--- src/rtl/uart_pkg.sv ---
// Shared UART definitions: ASCII control characters, hex digit decoding and
// the FSM state encodings used by the byte receiver and the line assembler.
package uart_pkg;

  localparam logic [7:0] CHR_CR = 8'h0D;
  localparam logic [7:0] CHR_LF = 8'h0A;

  typedef enum logic [1:0] {
    RX_IDLE,
    RX_START,
    RX_DATA,
    RX_STOP
  } rx_state_t;

  typedef enum logic {
    LN_ACCUM,
    LN_DISCARD
  } line_state_t;

  // Returns {is_hex, nibble}; letters of either case map through (c & 7) + 9.
  function automatic logic [4:0] hex_decode(input logic [7:0] c);
    logic [4:0] r;
    r = 5'b0;
    if (c >= 8'h30 && c <= 8'h39) begin
      r = {1'b1, c[3:0]};
    end else if ((c >= 8'h41 && c <= 8'h46) || (c >= 8'h61 && c <= 8'h66)) begin
      r = {1'b1, ({1'b0, c[2:0]} + 4'd9)};
    end
    return r;
  endfunction

endpackage

--- src/rtl/uart_rx_byte.sv ---
// 8N1 UART byte receiver: two-flop synchroniser on RX followed by a
// mid-bit sampling FSM that emits one strobe per good byte or a frame error.
module uart_rx_byte
  import uart_pkg::*;
#(
  parameter int CLKS_PER_BIT = 868
) (
  input  logic       clk,
  input  logic       rst,
  input  logic       RX,
  output logic [7:0] byte_q,
  output logic       byte_stb,
  output logic       frame_err
);

  localparam int CNT_W = $clog2(CLKS_PER_BIT);
  localparam logic [CNT_W-1:0] HALF_LAST = CNT_W'(CLKS_PER_BIT / 2 - 1);
  localparam logic [CNT_W-1:0] BIT_LAST  = CNT_W'(CLKS_PER_BIT - 1);

  logic             rx_meta;
  logic             rx_sync;
  logic             rx_prev;
  rx_state_t        state;
  logic [CNT_W-1:0] clk_cnt;
  logic [2:0]       bit_idx;
  logic [7:0]       shreg;

  // Synchroniser and edge-history flops reset to the idle-high line level.
  always_ff @(posedge clk or posedge rst) begin
    if (rst) begin
      rx_meta <= 1'b1;
      rx_sync <= 1'b1;
      rx_prev <= 1'b1;
    end else begin
      rx_meta <= RX;
      rx_sync <= rx_meta;
      rx_prev <= rx_sync;
    end
  end

  // A start needs a true high-to-low edge, so after a frame error the line
  // has to return high before the next character is accepted.
  always_ff @(posedge clk or posedge rst) begin
    if (rst) begin
      state     <= RX_IDLE;
      clk_cnt   <= '0;
      bit_idx   <= '0;
      shreg     <= '0;
      byte_q    <= '0;
      byte_stb  <= 1'b0;
      frame_err <= 1'b0;
    end else begin
      byte_stb  <= 1'b0;
      frame_err <= 1'b0;
      case (state)
        RX_IDLE: begin
          clk_cnt <= '0;
          bit_idx <= '0;
          if (rx_prev && !rx_sync) begin
            state <= RX_START;
          end
        end
        RX_START: begin
          if (clk_cnt == HALF_LAST) begin
            clk_cnt <= '0;
            bit_idx <= '0;
            state   <= rx_sync ? RX_IDLE : RX_DATA;
          end else begin
            clk_cnt <= clk_cnt + CNT_W'(1);
          end
        end
        RX_DATA: begin
          if (clk_cnt == BIT_LAST) begin
            clk_cnt <= '0;
            shreg   <= {rx_sync, shreg[7:1]};
            if (bit_idx == 3'd7) begin
              state <= RX_STOP;
            end else begin
              bit_idx <= bit_idx + 3'd1;
            end
          end else begin
            clk_cnt <= clk_cnt + CNT_W'(1);
          end
        end
        RX_STOP: begin
          if (clk_cnt == BIT_LAST) begin
            clk_cnt <= '0;
            state   <= RX_IDLE;
            if (rx_sync) begin
              byte_q   <= shreg;
              byte_stb <= 1'b1;
            end else begin
              frame_err <= 1'b1;
            end
          end else begin
            clk_cnt <= clk_cnt + CNT_W'(1);
          end
        end
        default: state <= RX_IDLE;
      endcase
    end
  end

endmodule

--- src/rtl/rx_word.sv ---
// Hex-word line receiver: collects exactly RESOLUTION/4 ASCII hex digits
// terminated by CR and publishes the word with a valid strobe, or pulses err.
module rx_word
  import uart_pkg::*;
#(
  parameter int RESOLUTION   = 32,
  parameter int CLKS_PER_BIT = 868
) (
  input  logic                  clk,
  input  logic                  rst,
  input  logic                  RX,
  output logic [RESOLUTION-1:0] rx_data,
  output logic                  valid,
  output logic                  err
);

  localparam int TOTAL_NIBBLES = RESOLUTION / 4;
  localparam int CNT_W = $clog2(TOTAL_NIBBLES + 2);
  localparam logic [CNT_W-1:0] CNT_FULL = CNT_W'(TOTAL_NIBBLES);
  localparam logic [CNT_W-1:0] CNT_SAT  = CNT_W'(TOTAL_NIBBLES + 1);

  logic [7:0]            byte_q;
  logic                  byte_stb;
  logic                  frame_err;
  logic [4:0]            dec;
  line_state_t           state;
  logic [RESOLUTION-1:0] acc;
  logic [CNT_W-1:0]      cnt;

  uart_rx_byte #(
    .CLKS_PER_BIT(CLKS_PER_BIT)
  ) u_rx (
    .clk      (clk),
    .rst      (rst),
    .RX       (RX),
    .byte_q   (byte_q),
    .byte_stb (byte_stb),
    .frame_err(frame_err)
  );

  assign dec = hex_decode(byte_q);

  // The digit count saturates one past full so overlong lines still fail at CR.
  always_ff @(posedge clk or posedge rst) begin
    if (rst) begin
      state   <= LN_ACCUM;
      acc     <= '0;
      cnt     <= '0;
      rx_data <= '0;
      valid   <= 1'b0;
      err     <= 1'b0;
    end else begin
      valid <= 1'b0;
      err   <= 1'b0;
      case (state)
        LN_ACCUM: begin
          if (frame_err) begin
            state <= LN_DISCARD;
          end else if (byte_stb) begin
            if (dec[4]) begin
              acc <= {acc[RESOLUTION-5:0], dec[3:0]};
              if (cnt != CNT_SAT) begin
                cnt <= cnt + CNT_W'(1);
              end
            end else if (byte_q == CHR_LF) begin
              state <= LN_ACCUM;
            end else if (byte_q == CHR_CR) begin
              if (cnt == CNT_FULL) begin
                rx_data <= acc;
                valid   <= 1'b1;
              end else begin
                err <= 1'b1;
              end
              acc <= '0;
              cnt <= '0;
            end else begin
              state <= LN_DISCARD;
            end
          end
        end
        LN_DISCARD: begin
          if (byte_stb && byte_q == CHR_CR) begin
            err   <= 1'b1;
            acc   <= '0;
            cnt   <= '0;
            state <= LN_ACCUM;
          end
        end
        default: state <= LN_ACCUM;
      endcase
    end
  end

endmodule
--- config.mk ---
export PLATFORM = sky130hd
export DESIGN_NAME = rx_word
export DESIGN_NICKNAME = d
export VERILOG_FILES = /design/src/rtl/uart_pkg.sv /design/src/rtl/uart_rx_byte.sv /design/src/rtl/rx_word.sv
export SDC_FILE = /design/constraint.sdc
export NUM_CORES = 1
export LEC_CHECK = 0
export ABC_AREA = 0
export BUFFER_PORTS_ARGS = -buffer_cell sky130_fd_sc_hd__buf_4
export CORE_MARGIN = 10
export CORE_UTILIZATION = 59
export CTS_CLUSTER_SIZE = 12
export DETAILED_ROUTE_END_ITERATION = 10
export GPL_TIMING_DRIVEN = 1
export HOLD_SLACK_MARGIN = 0.08
export PLACE_DENSITY_LB_ADDON = 0.08
export SYNTH_ARGS = -nofsm -noshare
export SYNTH_HDL_FRONTEND = slang
export SYNTH_SLANG_ARGS = --single-unit
--- constraint.sdc ---
create_clock -name clk -period 4.64 [get_ports clk]
set_input_delay 0.696 -clock clk [delete_from_list [all_inputs] [get_ports clk]]
set_output_delay 0.696 -clock clk [all_outputs]
set_load 0.05 [all_outputs]
After elaboration in Yosys (flattened, before gate mapping)
Cells that the tools add are included.
{"block": "classes", "add_sub_neg": 4, "n_bitwise": 4, "mux": 59, "magnitude_cmp": 6, "n_eq_ne": 22, "n_reduce_logical": 17}
{"operator": "two-way mux 32 bit", "count": 6}
{"operator": "case mux 32 bit (2 select lines)", "count": 1}
{"operator": "case mux 10 bit (3 select lines)", "count": 1}
{"operator": "two-way mux 4 bit", "count": 7}
{"operator": "two-way mux 1 bit", "count": 26}
{"operator": "two-way mux 10 bit", "count": 2}
{"operator": "equality test 8 x 4 -> 1 bit, second input constant", "count": 2}
{"operator": "greater-or-equal comparator 8 x 7 -> 1 bit, second input constant", "count": 2}
{"operator": "less-or-equal comparator 8 x 7 -> 1 bit, second input constant", "count": 2}
{"operator": "inequality test 2 x 1 -> 1 bit, second input constant", "count": 7}
{"operator": "two-way mux 2 bit", "count": 6}
{"operator": "adder 10 x 1 -> 10 bit, second input constant", "count": 1}
{"operator": "equality test 10 bit, second input constant", "count": 1}
{"operator": "equality test 10 x 9 -> 1 bit, second input constant", "count": 1}
{"operator": "two-way mux 5 bit", "count": 2}
{"operator": "AND reduction 5 bit", "count": 2}
{"operator": "two-way mux 3 bit", "count": 3}
{"operator": "inequality test 3 bit, second input constant", "count": 3}
{"operator": "case mux 3 bit (3 select lines)", "count": 1}
{"operator": "greater-or-equal comparator 8 x 6 -> 1 bit, second input constant", "count": 1}
{"operator": "less-or-equal comparator 8 x 6 -> 1 bit, second input constant", "count": 1}
{"operator": "case mux 2 bit (4 select lines)", "count": 1}
{"operator": "case mux 4 bit (2 select lines)", "count": 1}
{"operator": "AND reduction 7 bit", "count": 1}
{"operator": "21 further kinds", "count": 31}
{"block": "word_totals", "out_inout_bits": 34, "elab_cells": 128, "register_bits": 107}

Depth between registers and ports, before layout
{"block": "logic_depth", "ltp_word": 9, "mapped_depth": 9, "ltp_nobuf": 7}

Cells and area by module
A second synthesis with hierarchy kept.
{"block": "hier_totals", "cells_unflattened": 421, "area_unflattened_um2": 5041.1}
{"mod": "rx_word", "area_per_inst_um2": 3417.0, "cells_per_inst": 289, "instances": 1}
{"mod": "uart_rx_byte", "area_per_inst_um2": 1624.1, "cells_per_inst": 132, "instances": 1}

Least setup slack after synthesis
Ideal clock, no wire load.
{"block": "synth_timing", "path_type": "reg-to-reg", "from": "reg u_rx.byte_q[1]", "to": "reg rx_data[10]", "setup_ns": 0.125, "stages_incl_launch_ff": 8, "slack_ns": 2.640, "arrival_ns": 1.875, "path_cell_list": "dfrtp_1 > inv_1 > ha_1 > and4_1 > buf_2 > nand3_1 > clkbuf_1 > mux2_2"}
{"block": "synth_between", "elab_chain_cells": 7, "elab_cells_between_ends": 17}
{"item": "start: declaration", "line": "uart_rx_byte.sv:11", "rtl": "output logic [7:0] byte_q,"}
{"item": "start signal: assignment", "line": "uart_rx_byte.sv:90", "rtl": "byte_q <= shreg;"}
{"item": "greater-or-equal comparator 8 x 7 -> 1 bit / less-or-equal comparator 8 x 7 -> 1 bit (equally long branches)", "line": "uart_pkg.sv:26", "rtl": "end else if ((c >= 8'h41 && c <= 8'h46) || (c >= 8'h61 && c <= 8'h66)) begin"}
{"item": "logical AND 1 bit", "line": "uart_pkg.sv:26"}
{"item": "logical OR 1 bit", "line": "uart_pkg.sv:26"}
{"item": "two-way mux 5 bit", "line": "uart_pkg.sv:26"}
{"item": "two-way mux 5 bit", "line": "uart_pkg.sv:24", "rtl": "if (c >= 8'h30 && c <= 8'h39) begin"}
{"item": "inverter 1 bit (no line)"}
{"item": "AND reduction 7 bit (no line) *"}
{"item": "end signal: assignment", "line": "rx_word.sv:49", "rtl": "rx_data <= '0;"}
{"item": "end signal: assignment", "line": "rx_word.sv:69", "rtl": "rx_data <= acc;"}
{"item": "end: declaration", "line": "rx_word.sv:12", "rtl": "output logic [RESOLUTION-1:0] rx_data,"}
Every way passes the cells marked *; elsewhere a longest branch is shown, timed or not.
A chain may end at the register's enable or synchronous reset.

Worst setup path in the final report
{"block": "layout_timing", "from": "reg u_rx.byte_q[7]", "to": "reg rx_data[3]"}
The elaborated chain is that of the path after synthesis.

==> results.txt <==
The number of enable-type register cells in the synthesized netlist came out at 0. The critical path is of the flop to flop type. The area of the core is 0.00729 mm². Derived from the worst setup path, the maximum achievable clock frequency is 395 MHz.

The detail route stage leaves a number of antenna-violating nets equal to 0. The floorplan die width was 107 µm. The library cell used most frequently in the layout, excluding fill and tap cells, is dfrtp_1.

TritonCTS built the clock tree. The later pin in the worst-skew pair is clocked with a latency of 0.36 ns. Entering global routing, the biggest net connects 77 pins.

In the routed design, unresolved DRC markers number 0. For flop-to-flop paths, the worst setup slack is 2.11 ns. In this run the worst setup path terminates at rx_data[3]$_DFFE_PP0P_.

At the end of routability-driven placement, the weighted congestion stood at 0.801. The share of cells above drive strength 1 is 0.296, and the sum of negative setup slack is 0 ns. For the worst setup path, the data required time is 4.89 ns.

The final count of pins violating max slew was 0; the number of input and output port buffers inserted was 36. The signal on the critical path passes through nor4_1, and4_1, nand3_1, buf_4, mux2_2. The mean post-synth cell area was 13.4 µm²; the number of endpoints with negative hold slack in the final report was 0.

The total clock buffers created by CTS came out at 9. The maximum clock skew at final layout is 0.00859 ns, and the largest buffer count on any clock path is 2. The logs give 0.00445 mm² for the synthesized area and 0 for the number of diodes added for antenna fixing. In the routed layout, each cell is associated on average with a via count of 5.59. Ranked by total cell area, the synthesized netlist is headed by dfrtp_1 (59%), mux2_2 (12%), a22o_1 (5.9%). Share of Yosys cell area claimed by the top area cell type: 0.585.

The layout net count was 381; the starting density of the core was 0.610. The fraction of synthesis flops using an asynchronous set or reset pin is 1.00. The worst relative slew slack is 0.391, and the ratio of total power to cell area is 351 mW/mm². The worst register-to-register path has a depth of 5.

Compared with the post-synthesis result, the final layout area differs by 12.8%. Global routing finished with a remaining overflow of 0. The maximum level of the CTS H-tree was 3; the total global-route track usage was 0.138. The die is 107 µm tall. The tools report the beginning of the critical path as u_rx.byte_q[7]$_DFFE_PP0P_. Terminus of the critical flop-to-flop path: rx_data[3]$_DFFE_PP0P_.

The time the worst path needs with I/O delays and setup was 2.53 ns; the sequential standard cell area was 0.00268 mm². In the layout the commonest cells are dfrtp_1 (104), mux2_2 (48), buf_4 (39). For the number of DRC violations after detailed-routing iteration 0, the log shows 95.

Synthesis produced a netlist with a net count of 345. Hold repair after CTS inserted 0 buffers. In the final layout, the multi-input gates occupy 0.00164 mm².

The register clock-pin slew on the reported worst setup and hold paths was 0.09 ns; the number of fill cells in the layout was 553. Max-cap violations in this run came to 0. The primary flip-flop cell chosen by synthesis mapping is dfrtp_1.

The sequential share of the synthesized area came out at 0.603. The buffers inserted during post-CTS setup optimization is 0, and the number of distinct library cells after synthesis is 46. Setup repair after global routing left no endpoint under its margin. Across all hold checks on the routed design, the worst slack comes to 0.362 ns.

Clock root buffer master: clkbuf_8. After synthesis the netlist holds a flip-flop and latch count of 107. The tools report the wire length of the first global-routing pass as 12800 µm. The final clock period utilization by the worst path is 0.546.

In this run the critical register-to-register path is launched from u_rx.byte_q[7]$_DFFE_PP0P_. Cell type contributing the most total cell area after synthesis: dfrtp_1. For this run, the detailed router's first-pass iteration total came to 4.

The count of cells resized by post-cts repair is 0, and the peak ir drop on the vdd network is 0.243 mV. For the setup violation total in the final timing report, the log shows 0. The logs give 0 for the number of antenna violations at the first check in global routing and 31 for the count of standard-cell rows.

The boundary pin count is 37. The post-route core utilization was 0.688; the number of global-route vias before repair was 2602. The clock drives 107 sinks. The routed length per placed instance was 16.0 µm. The flow ran to the end, and the final reports show no timing, DRC or antenna violations. The sort of element at the end of the critical path was a flop.

Placed wire-length estimate: 5060 µm. The post-synthesis instance total came out at 331. The pin slew with the least headroom to its limit works out to 0.914 ns. In this design, the stage delay of the slowest critical-path cell is 0.55 ns.

During synthesis, Yosys emitted a total of 0 warnings. Data arrives at the worst endpoint at 2.78 ns. The floorplan step defined a die boundary enclosing 0.0114 mm².

Among all stages on the critical path, the largest delay is contributed by nand3_1. In this run the worst hold path is classified as flop to flop. The analysis attributes to cell leakage a power of 0.00250 µW. The final route contains 2631 vias. The tools report the detailed-route wire length as 7510 µm. The peak fanout along the critical path was 19.

The worst setup path is launched from a flop.
==> where the power goes <==
part	total [µW]	leakage, µW	switching [µW]	internal, µW
combinational	89.2	0.000910	51.3	37.9
clock	671	0.000121	295	376
sequential	1000	0.00147	37.6	964
total	1760	0.00250	384	1380
==> synth_stat cells, drive strengths merged (2+ instances only) <==
cell type	number
buf	8
o21bai	2
o22ai	3
nor3	2
nand2	11
xnor2	4
nand4b	3
a21oi	4
and3	4
a31oi	2
o21ai	5
nor3b	4
mux2	48
nand3	15
dfrtp	104
xor2	5
clkbuf	6
inv	10
o2bb2ai	5
ha	11
nor4	2
and2	3
a311oi	2
a22o	30
nand3b	2
nand2b	2
nor2	18
dfstp	3
==> stage by stage <==
step,setup slack [ns],std cells,instance area (µm²),total power [µW]
2_1_floorplan,1.13,331,4450,1090
3_3_place_gp,2.17,455,4770,1110
3_5_place_dp,2.07,455,4770,1110
4_1_cts,2.07,471,5020,1790
5_1_grt,1.88,471,5020,1840
6_report,2.11,471,5020,1760
==> worst min-delay path by stage <==
stage | cells after the start | slack, ns | startpoint | end
2_1_floorplan | 0 | 0.35 | u_rx.rx_meta$_DFF_PP1_ | u_rx.rx_sync$_DFF_PP1_
3_3_place_gp | 0 | 0.35 | u_rx.rx_meta$_DFF_PP1_ | u_rx.rx_sync$_DFF_PP1_
3_5_place_dp | 0 | 0.35 | u_rx.rx_meta$_DFF_PP1_ | u_rx.rx_sync$_DFF_PP1_
4_1_cts | 0 | 0.36 | u_rx.rx_meta$_DFF_PP1_ | u_rx.rx_sync$_DFF_PP1_
5_1_grt | 0 | 0.36 | u_rx.rx_meta$_DFF_PP1_ | u_rx.rx_sync$_DFF_PP1_
6_report | 0 | 0.36 | u_rx.rx_meta$_DFF_PP1_ | u_rx.rx_sync$_DFF_PP1_
==> cell type report <==
cell class,instances,share of cell area
tap,99,0.0247
multi-input combinational,200,0.326
sequential,107,0.534
timing repair buffer,39,0.0584
clock inverter,4,0.0197
clock buffer,12,0.0289
inverter,10,0.00798
==> registers in the layout, indices dropped and copies added, names as in the netlist, 3 cells and up, named ones only <==
register / count
u_rx.clk_cnt: 10
u_rx.shreg: 8
cnt: 4
rx_data: 32
u_rx.byte_q: 8
acc: 32
u_rx.bit_idx: 3
==> kinds of logic (layout without fill, tap and decap cells) <==
family | after synthesis | count (layout) | share of synthesized area
XOR/XNOR | 9 | 9 | 0.0177
adder cells (fa/ha/maj) | 11 | 11 | 0.0309
multiplexers | 49 | 49 | 0.124
AND/OR/NAND/NOR | 73 | 73 | 0.0903
flip-flops | 107 | 107 | 0.603
buffers and inverters | 24 | 65 | 0.0295
AO/OA/AOI/OAI | 58 | 58 | 0.105
==> worst max-delay path: cells and delay by family, from the launching register on <==
| family | cells | cell delay, ns |
|---|---|---|
| buffers and inverters | 1 | 0.46 |
| flip-flops | 1 | 0.41 |
| multiplexers | 1 | 0.30 |
| AND/OR/NAND/NOR | 3 | 1.25 |
==> layer usage <==
| metal | wire (µm) | vias up | GRT usage |
|---|---|---|---|
| met2 | 3510 | 34 | 0.211 |
| met4 | 52 | 0 | 0.0377 |
| li1 | - | 1280 | - |
| met3 | 343 | 4 | 0.0515 |
| met1 | 3610 | 1313 | 0.181 |
| met5 | 0 | - | 0 |
(Power assumes the default switching activity.)
